### src/rtl/formacao_pkg.sv
// Shared definitions for the enemy formation sequencer: FSM state
// encoding, default screen/sprite geometry, divider width and the
// step-period helper.
package formacao_pkg;

    typedef enum logic [2:0] {
        ESPERA,
        AVALIA,
        MOVE,
        DESCE,
        FIM
    } estado_t;

    localparam int DIV_W        = 32;
    localparam int COORD_W      = 10;
    localparam int LARGURA_PAD  = 33;
    localparam int ALTURA_PAD   = 24;
    localparam int TELA_W_PAD   = 640;
    localparam int PASSO_X_PAD  = 2;
    localparam int LIMITE_Y_PAD = 440;

    // Step period max(minimo, base - dec*mortos), never underflowing.
    function automatic logic [DIV_W-1:0] calc_periodo(
        input logic [DIV_W-1:0] base,
        input logic [DIV_W-1:0] dec,
        input logic [DIV_W-1:0] minimo,
        input logic [3:0]       mortos
    );
        logic [DIV_W-1:0] reduz;
        reduz = dec * {{(DIV_W-4){1'b0}}, mortos};
        if (reduz >= base)
            return minimo;
        else if ((base - reduz) < minimo)
            return minimo;
        else
            return base - reduz;
    endfunction

endpackage

### src/rtl/formacao_borda_det.sv
// Combinational reduction over the formation: flags an alive enemy at the
// right edge, at the left edge, or touching the invasion line. Sums are
// widened to 11 bits so no coordinate can wrap.
module formacao_borda_det
    import formacao_pkg::*;
#(
    parameter int N_INIM   = 8,
    parameter int LARGURA  = LARGURA_PAD,
    parameter int ALTURA   = ALTURA_PAD,
    parameter int TELA_W   = TELA_W_PAD,
    parameter int PASSO_X  = PASSO_X_PAD,
    parameter int LIMITE_Y = LIMITE_Y_PAD
) (
    input  logic [N_INIM-1:0]         vivo,
    input  logic [COORD_W*N_INIM-1:0] x_flat,
    input  logic [COORD_W*N_INIM-1:0] y_flat,
    output logic                      borda_dir,
    output logic                      borda_esq,
    output logic                      invade
);

    logic [N_INIM-1:0] dir_v;
    logic [N_INIM-1:0] esq_v;
    logic [N_INIM-1:0] inv_v;

    for (genvar gi = 0; gi < N_INIM; gi++) begin : g_inim
        logic [COORD_W:0] x_ext;
        logic [COORD_W:0] y_ext;
        assign x_ext    = {1'b0, x_flat[COORD_W*gi +: COORD_W]};
        assign y_ext    = {1'b0, y_flat[COORD_W*gi +: COORD_W]};
        assign dir_v[gi] = vivo[gi] && ((x_ext + 11'(LARGURA + PASSO_X)) > 11'(TELA_W));
        assign esq_v[gi] = vivo[gi] && (x_ext < 11'(PASSO_X));
        assign inv_v[gi] = vivo[gi] && ((y_ext + 11'(ALTURA)) >= 11'(LIMITE_Y));
    end

    assign borda_dir = |dir_v;
    assign borda_esq = |esq_v;
    assign invade    = |inv_v;

endmodule

### src/rtl/formacao_ctrl.sv
// Enemy formation sequencer: divides CLOCK_50 into movement steps, keeps
// the shared direction, issues one-cycle passo/descer commands, speeds up
// as enemies die and raises sticky wave-cleared / invasion flags.
// Optional feature macro FORMACAO_TIRO_EN adds a round-robin shooter picker
// (ports tiro, tiro_idx) that fires after every 4th step.
module formacao_ctrl
    import formacao_pkg::*;
#(
    parameter int N_INIM   = 8,
    parameter int DIV_BASE = 320000,
    parameter int DIV_DEC  = 30000,
    parameter int DIV_MIN  = 80000,
    parameter int LARGURA  = LARGURA_PAD,
    parameter int ALTURA   = ALTURA_PAD,
    parameter int TELA_W   = TELA_W_PAD,
    parameter int PASSO_X  = PASSO_X_PAD,
    parameter int LIMITE_Y = LIMITE_Y_PAD
) (
    input  logic                      CLOCK_50,
    input  logic                      resetInimigo,
    input  logic                      pausa,
    input  logic [N_INIM-1:0]         vivo,
    input  logic [COORD_W*N_INIM-1:0] x_flat,
    input  logic [COORD_W*N_INIM-1:0] y_flat,
    output logic                      passo,
    output logic                      descer,
    output logic                      sentido,
    output logic                      fim_onda,
    output logic                      invasao,
    output logic [3:0]                n_mortos
`ifdef FORMACAO_TIRO_EN
    ,
    output logic                      tiro,
    output logic [((N_INIM > 1) ? $clog2(N_INIM) : 1)-1:0] tiro_idx
`endif
);

    estado_t          estado_reg, estado_next;
    logic [DIV_W-1:0] divider_reg, divider_next;
    logic             sentido_reg, sentido_next;
    logic             fim_onda_reg;
    logic             invasao_reg;
    logic [3:0]       n_mortos_reg;

    logic             borda_dir, borda_esq, invade;
    logic             borda;
    logic             fim_set;
    logic [DIV_W-1:0] periodo;
    logic [DIV_W-1:0] limite;
    int               mortos_cnt;
    logic [3:0]       mortos_sat;

    formacao_borda_det #(
        .N_INIM   (N_INIM),
        .LARGURA  (LARGURA),
        .ALTURA   (ALTURA),
        .TELA_W   (TELA_W),
        .PASSO_X  (PASSO_X),
        .LIMITE_Y (LIMITE_Y)
    ) u_borda (
        .vivo      (vivo),
        .x_flat    (x_flat),
        .y_flat    (y_flat),
        .borda_dir (borda_dir),
        .borda_esq (borda_esq),
        .invade    (invade)
    );

    assign borda   = sentido_reg ? borda_dir : borda_esq;
    assign fim_set = (vivo == '0);
    assign periodo = calc_periodo(DIV_W'(DIV_BASE), DIV_W'(DIV_DEC), DIV_W'(DIV_MIN), n_mortos_reg);
    assign limite  = periodo - 1'b1;

    // Count dead enemies, saturating at the 4-bit output range.
    always_comb begin
        mortos_cnt = 0;
        for (int i = 0; i < N_INIM; i++) begin
            if (!vivo[i])
                mortos_cnt = mortos_cnt + 1;
        end
        mortos_sat = (mortos_cnt > 15) ? 4'd15 : mortos_cnt[3:0];
    end

    // Next state: end-of-game wins over pause; pause freezes divider and state.
    // The pulse cycle reloads the divider with 1 so a full step is P+1 cycles.
    always_comb begin
        estado_next  = estado_reg;
        divider_next = divider_reg;
        sentido_next = sentido_reg;
        if (fim_onda_reg || invasao_reg || fim_set || invade) begin
            estado_next = FIM;
        end else if (!pausa) begin
            case (estado_reg)
                ESPERA: begin
                    if (divider_reg >= limite) begin
                        estado_next  = AVALIA;
                        divider_next = '0;
                    end else begin
                        divider_next = divider_reg + 1'b1;
                    end
                end
                AVALIA: begin
                    if (borda) begin
                        estado_next  = DESCE;
                        sentido_next = ~sentido_reg;
                    end else begin
                        estado_next = MOVE;
                    end
                end
                MOVE, DESCE: begin
                    estado_next  = ESPERA;
                    divider_next = DIV_W'(1);
                end
                default: estado_next = FIM;
            endcase
        end
    end

    // State, divider, direction and sticky status registers.
    always_ff @(posedge CLOCK_50 or posedge resetInimigo) begin
        if (resetInimigo) begin
            estado_reg   <= ESPERA;
            divider_reg  <= '0;
            sentido_reg  <= 1'b0;
            fim_onda_reg <= 1'b0;
            invasao_reg  <= 1'b0;
            n_mortos_reg <= 4'd0;
        end else begin
            estado_reg   <= estado_next;
            divider_reg  <= divider_next;
            sentido_reg  <= sentido_next;
            fim_onda_reg <= fim_onda_reg | fim_set;
            invasao_reg  <= invasao_reg | invade;
            n_mortos_reg <= mortos_sat;
        end
    end

    assign passo    = (estado_reg == MOVE)  && !pausa;
    assign descer   = (estado_reg == DESCE) && !pausa;
    assign sentido  = sentido_reg;
    assign fim_onda = fim_onda_reg;
    assign invasao  = invasao_reg;
    assign n_mortos = n_mortos_reg;

`ifdef FORMACAO_TIRO_EN
    localparam int IDX_W = (N_INIM > 1) ? $clog2(N_INIM) : 1;

    logic [1:0]       passos_reg;
    logic [IDX_W-1:0] last_idx_reg;
    logic [IDX_W-1:0] tiro_idx_reg;
    logic             tiro_reg;
    logic [IDX_W-1:0] escolhido;
    logic             achou;
    logic             step;
    int               cand;

    assign step = passo || descer;

    // Round-robin search for the first alive enemy after the last shooter.
    always_comb begin
        achou     = 1'b0;
        escolhido = last_idx_reg;
        cand      = 0;
        for (int k = 1; k <= N_INIM; k++) begin
            cand = int'(last_idx_reg) + k;
            if (cand >= N_INIM)
                cand = cand - N_INIM;
            if (!achou && vivo[IDX_W'(cand)]) begin
                achou     = 1'b1;
                escolhido = IDX_W'(cand);
            end
        end
    end

    // Fire one cycle after every 4th step pulse.
    always_ff @(posedge CLOCK_50 or posedge resetInimigo) begin
        if (resetInimigo) begin
            passos_reg   <= 2'd0;
            last_idx_reg <= IDX_W'(N_INIM - 1);
            tiro_idx_reg <= '0;
            tiro_reg     <= 1'b0;
        end else begin
            tiro_reg <= 1'b0;
            if (step) begin
                passos_reg <= passos_reg + 2'd1;
                if (passos_reg == 2'd3) begin
                    if (achou) begin
                        tiro_reg     <= 1'b1;
                        tiro_idx_reg <= escolhido;
                        last_idx_reg <= escolhido;
                    end else begin
                        last_idx_reg <= IDX_W'(N_INIM - 1);
                    end
                end
            end
        end
    end

    assign tiro     = tiro_reg;
    assign tiro_idx = tiro_idx_reg;
`endif

endmodule
### config.mk
export PLATFORM = sky130hd
export DESIGN_NAME = formacao_ctrl
export DESIGN_NICKNAME = d
export VERILOG_FILES = /design/src/rtl/formacao_pkg.sv /design/src/rtl/formacao_borda_det.sv /design/src/rtl/formacao_ctrl.sv
export SDC_FILE = /design/constraint.sdc
export NUM_CORES = 1
export LEC_CHECK = 0
export CORE_MARGIN = 4
export CORE_UTILIZATION = 54
export CTS_CLUSTER_SIZE = 20
export DETAILED_ROUTE_END_ITERATION = 8
export PLACE_DENSITY = 0.87
export SLEW_MARGIN = 20
export SYNTH_ARGS = -nofsm -noshare
export SYNTH_HDL_FRONTEND = slang
export SYNTH_SLANG_ARGS = --single-unit
### constraint.sdc
create_clock -name CLOCK_50 -period 15.7 [get_ports CLOCK_50]
set_input_delay 3.14 -clock CLOCK_50 [delete_from_list [all_inputs] [get_ports CLOCK_50]]
set_output_delay 3.14 -clock CLOCK_50 [all_outputs]
set_load 0.02 [all_outputs]
# Word-level counts from Yosys, hierarchy flattened
# Cells that the tools add are included.
# totals
out_inout_bits	9
word_cells	130
input_bits	171
register_bits	42
# classes
n_lt_le_gt_ge	28
multipliers	1
mux	19
addsub	26
reduce_logical	40
eq_ne	5
n_bitwise	5
# ops
op	n
32-bit 2-to-1 mux	10
32-bit by 2-bit adder with 32-bit output, second input constant	7
10-bit by 5-bit adder with 11-bit output, second input constant	8
10-bit by 6-bit adder with 11-bit output, second input constant	8
11-bit by 9-bit >= comparator with 1-bit output, second input constant	8
11-bit by 10-bit > comparator with 1-bit output, second input constant	8
10-bit by 2-bit < comparator with 1-bit output, second input constant	8
32-bit case mux with 2 select lines	1
32-bit by 1-bit adder with 32-bit output, second input constant	1
32-bit >= comparator	1
32-bit by 5-bit > comparator with 1-bit output, second input constant	1
32-bit by 17-bit < comparator with 1-bit output, second input constant	1
32-bit by 1-bit subtractor with 32-bit output, second input constant	1
1-bit logical AND	26
8-bit OR reduction	3
19-bit by 19-bit subtractor with 20-bit output, first input constant	1
19-bit >= comparator, second input constant	1
11-bit by 4-bit multiplier with 15-bit output, first input constant	1
3-bit 2-to-1 mux	3
3-bit case mux with 3 select lines	1
8-bit logical NOT	1
3-bit by 2-bit == test with 1-bit output, second input constant	2
4-bit 2-to-1 mux	1
4-bit AND reduction	1
13 further kinds	20

# Longest topological paths before layout
# depth
ltp_word	17
mapped_depth	32
depth_no_buf	31

# By module
# Synthesis repeated with hierarchy kept, for this count alone.
# hier_totals
cells_unflattened	852
area_unflattened_um2	6598.8
# modules_own_cells
module	area_per_inst_um2	seq_area_each_um2	n_inst	cells_per_inst
formacao_ctrl	4964.8	1051.0	1	614
formacao_borda_det	1634.1	0.0	1	238

# Worst setup path after synthesis
# No wires, ideal clock.
# synth_path
kind	in2out
startpoint	input pausa
endpoint	output passo
t_arrival_ps	3658
n_path_buf	0
t_required_ps	12560
setup_slack_ps	8902
path_stages	1
cell_sequence	nor3b_1
# synth_between
elab_chain_len	2
# synth_lines
element	line_no	source
start, declared	formacao_ctrl.sv:21	input logic pausa,
1-bit logical NOT	formacao_ctrl.sv:138	assign passo = (estado_reg == MOVE) && !pausa;
1-bit logical AND	formacao_ctrl.sv:138	
end, declared	formacao_ctrl.sv:25	output logic passo,
# No other way between the ends.

# Worst setup path in the final report
# layout_path
startpoint	register n_mortos_reg[2] (netlist: n_mortos[2])
endpoint	register divider_reg[12]
# layout_between
elab_chain_len	9
elab_cells_between_ends	10
cone_classes	add/sub (2); mul (1); order compare (3); mux (4)
# layout_lines
element	line_no	source
start, declared	formacao_ctrl.sv:43	logic [3:0] n_mortos_reg;
start signal, assigned	formacao_ctrl.sv:134	n_mortos_reg <= mortos_sat;
11-bit by 4-bit multiplier with 15-bit output *	formacao_pkg.sv:30	reduz = dec * {{(DIV_W-4){1'b0}}, mortos};
19-bit by 19-bit subtractor with 20-bit output	formacao_pkg.sv:33, formacao_pkg.sv:36	
32-bit by 17-bit < comparator with 1-bit output	formacao_pkg.sv:33	else if ((base - reduz) < minimo)
32-bit 2-to-1 mux	formacao_pkg.sv:33	
32-bit 2-to-1 mux *	formacao_pkg.sv:31	if (reduz >= base)
32-bit by 1-bit subtractor with 32-bit output *	formacao_ctrl.sv:72	assign limite = periodo - 1'b1;
32-bit >= comparator *	formacao_ctrl.sv:95	if (divider_reg >= limite) begin
32-bit 2-to-1 mux *	formacao_ctrl.sv:95	
32-bit case mux with 2 select lines *	formacao_ctrl.sv:93	case (estado_reg)
end signal, assigned	formacao_ctrl.sv:130	divider_reg <= divider_next;
end, declared	formacao_ctrl.sv:39	logic [DIV_W-1:0] divider_reg, divider_next;
# Every way passes the cells marked *; elsewhere a longest branch is shown, timed or not.
# A chain may end at the register's enable or synchronous reset.

==> impl_results.md <==
- Result of the run: completed
- Die area: 13,900 um2
- Number of buffers inserted by post-CTS setup repair: 0
- First-pass GRT wire length: 31.2 mm
- IO Pins: 180
- Detailed Place HPWL: 15.6 mm
- Cts bufs inserted: 5
- Total detailed-routing wirelength: 19.1 mm
- Finished layout cell area: 8590 um2
- Slowest CP cell: or2_1
- CTS Root Buffer Type: clkbuf_16
- Congestion Overflow GR: 0
- Core area: 11,600 um2
- Relative slew slack: 0.262
- Endpoints failing hold: 0
- Final weighted congestion of routability-driven global placement: 0.929
- Clock slew seen by the registers of the worst setup and hold paths: 0.06 ns
- Count of cells along the worst register-to-register path: 30
- Setup TNS: 0 ns
- Number of endpoints failing setup at the final stage: 0
- Dominant register cell in the synthesized netlist: dfrtp_1
- Timing-limited maximum frequency: 115 MHz
- CTS sink cnt: 42
- Critical path fanouts, max: 30
- Post-cts repair resize count: 0
- Most common cell after layout, fill and taps aside: clkdlybuf4s50_1
- Latest clock arrival within the worst-skew pair: 0.28 ns
- # H-tree levels: 2
- Share of post-route cells with drive strength above 1: 0.0439
- Number of enable-type register cells in the synthesized netlist: 0
- Buffers on Ports: 171
- Number of vias in the routed layout: 7,184
- Maximum number of pins on one net before global-route repair: 43
- CP startpoint kind: flip-flop
- Actual transition at the worst max-transition pin: 1.11 ns
- Hold path endpoint: divider_reg[31]
- Per-cell via count in the routed design: 6.27
- Relative area change from synthesis to final layout: 31.5%
- Initial core utilization: 0.562
- Initial DRC count: 436
- Setup repair after global routing missed its margin: false
- Remaining routing DRC violations: 0
- Critical R2R Launch: n_mortos[2]
- Synthesis warning total: 0
- Filler cells: 898
- Endpoint of the most critical register-to-register path: divider_reg[12]
- Commonest cells after routing, fill and taps aside: clkdlybuf4s50_1 (171), ha_1 (79), nor2_1 (70)
- Portion of the post-synthesis area used by sequential elements: 0.161
- Share of synthesized registers carrying an async set or reset: 1.00
- Die Width: 118 um
- FF-to-FF setup slack: 6.97 ns
- Synthesized cell area: 6530 um2
- VDD IR-drop max: 193 uV
- WP data arrival: 8.89 ns
- CTS tree: built
- Largest register FFs: 32
- Number of nets in the layout: 1,253
- Max Buffers Root-to-Sink: 2
- Path class of the lowest-slack min-delay path: reg2reg
- Kind of capture point of the worst setup path: flip-flop
- Stage delay of the slowest cell on the critical path: 0.86 ns
- Via count of the first global-routing pass: 7,075
- Critical path type: reg2reg
- Slew Viols, Final: 0
- Routed Antenna Nets: 0
- Cell Pwr Density: 217 nW/um2
- Standard-cell rows: 39
- Worst Clk Skew: 0.00658 ns
- Post-synthesis average cell area: 7.91 um2
- Routed length per instance: 16.7 um
- Distinct cell type count after synthesis: 91
- Top cell by count, worst path: nand2_1
- Post-Synthesis Cells: 826
- Vertical extent of the die: 118 um
- Period utilization: 0.556
- Worst Hold Path Cells: 1
- Detailed-routing iteration count for the pre-antenna-repair pass: 7
- Startpoint of the most critical hold path: divider_reg[31]
- DP Area: 8400 um2
- Minimum clock period after layout: 8.73 ns
- Required time of the critical path: 15.86 ns
- FF+latch count, synth: 42
- Max cap viols: 0
- Total track usage: 0.260
- Static Leakage: 3.74 nW
- Antenna violations before repair: 1
- Hold-fix buffer count after cts: 0
-- critical path, delay by kind of cell, from the launching register on --
| family | cells | cell delay [ns] |
|---|---|---|
| simple gates | 12 | 3.76 |
| buf+inv | 1 | 0.14 |
| compound gates | 8 | 1.89 |
| mux | 2 | 0.62 |
| xor+xnor | 2 | 0.30 |
| flops | 1 | 0.59 |
| fa+ha+maj | 5 | 1.28 |
-- per-layer routing --
metal | wire length (um) | up-vias | global-route usage
met4 | 748 | 0 | 0.104
met3 | 1130 | 55 | 0.0471
met1 | 7570 | 3371 | 0.291
met2 | 9700 | 254 | 0.484
met5 | 0 | - | 0
li1 | - | 3504 | -
-- worst max-delay path by stage --
stage                            from              end  slack (ns)  depth (start not counted)
after detailed placement  n_mortos[2]  divider_reg[12]        7.11                         30
final                     n_mortos[2]  divider_reg[12]        6.97                         30
after global placement    n_mortos[2]  divider_reg[12]        7.29                         30
after floorplan                 pausa            passo        8.90                          1
after CTS                 n_mortos[2]  divider_reg[12]        7.06                         30
after global routing      n_mortos[2]  divider_reg[12]        6.46                         30
-- report_power, final --
group / internal [W] / switching [W]
logic: 0.000691 / 0.000921
registers: 0.000116 / 0.0000217
clock network: 0.0000745 / 0.0000428
total: 0.000881 / 0.000985
-- area by class of cell --
type	instances	area, um2	share of cell area
Multi-Input combinational cell	736	5290	0.616
Timing Repair Buffer	173	1730	0.202
Sequential cell	42	1050	0.122
Tap cell	143	179	0.0208
Inverter	43	161	0.0188
Clock buffer	5	125	0.0146
Clock inverter	3	40.0	0.00466
Antenna cell	1	2.50	0.000291
-- kinds of logic after synthesis --
group           Yosys count  share of synthesized area
compound gates          239                      0.267
flops                    42                      0.161
xor+xnor                 51                     0.0768
fa+ha+maj                81                      0.157
simple gates            339                      0.279
other cells               1                   0.000574
mux                      13                     0.0220
buf+inv                  60                     0.0354
-- cells in the mapped netlist (5+ instances only) --
master | count | share of area
nor2_1 | 70 | 0.040
a31oi_1 | 9 | 0.0086
a211o_1 | 7 | 0.0094
xnor2_1 | 25 | 0.034
buf_2 | 5 | 0.0038
a21oi_1 | 25 | 0.019
and2_1 | 9 | 0.0086
o31ai_1 | 21 | 0.024
o41ai_1 | 7 | 0.0094
nor3b_1 | 6 | 0.0069
xor2_1 | 21 | 0.028
a41o_1 | 8 | 0.012
nor2b_1 | 12 | 0.011
o21ai_1 | 5 | 0.0038
mux2i_1 | 5 | 0.0077
a211oi_1 | 9 | 0.010
or4_1 | 6 | 0.0069
clkbuf_1 | 12 | 0.0069
o22ai_1 | 6 | 0.0057
and3_1 | 25 | 0.024
nor4_1 | 25 | 0.024
dfrtp_1 | 42 | 0.16
nand4_1 | 14 | 0.013
ha_1 | 79 | 0.15
o21a_1 | 6 | 0.0069
nor3_1 | 19 | 0.015
mux2_2 | 7 | 0.012
nand2_1 | 63 | 0.036
nand4b_1 | 8 | 0.011
nand2b_1 | 16 | 0.015
inv_1 | 42 | 0.024
a21o_1 | 24 | 0.028
o21ai_0 | 56 | 0.043
nand3_1 | 36 | 0.028
-- stage by stage --
step | worst slack, ns | hold slack (ns) | cells | util | power, W
after floorplan | 8.90 | 0.451 | 838 | - | 0.00139
after global placement | 7.29 | 0.475 | 1136 | 0.724 | 0.00167
after detailed placement | 7.11 | 0.481 | 1136 | 0.724 | 0.00172
after CTS | 7.06 | 0.489 | 1144 | 0.738 | 0.00185
after global routing | 6.46 | 0.507 | 1146 | 0.739 | 0.00205
final | 6.97 | 0.490 | 1146 | 0.739 | 0.00187
(Power assumes the default switching activity.)
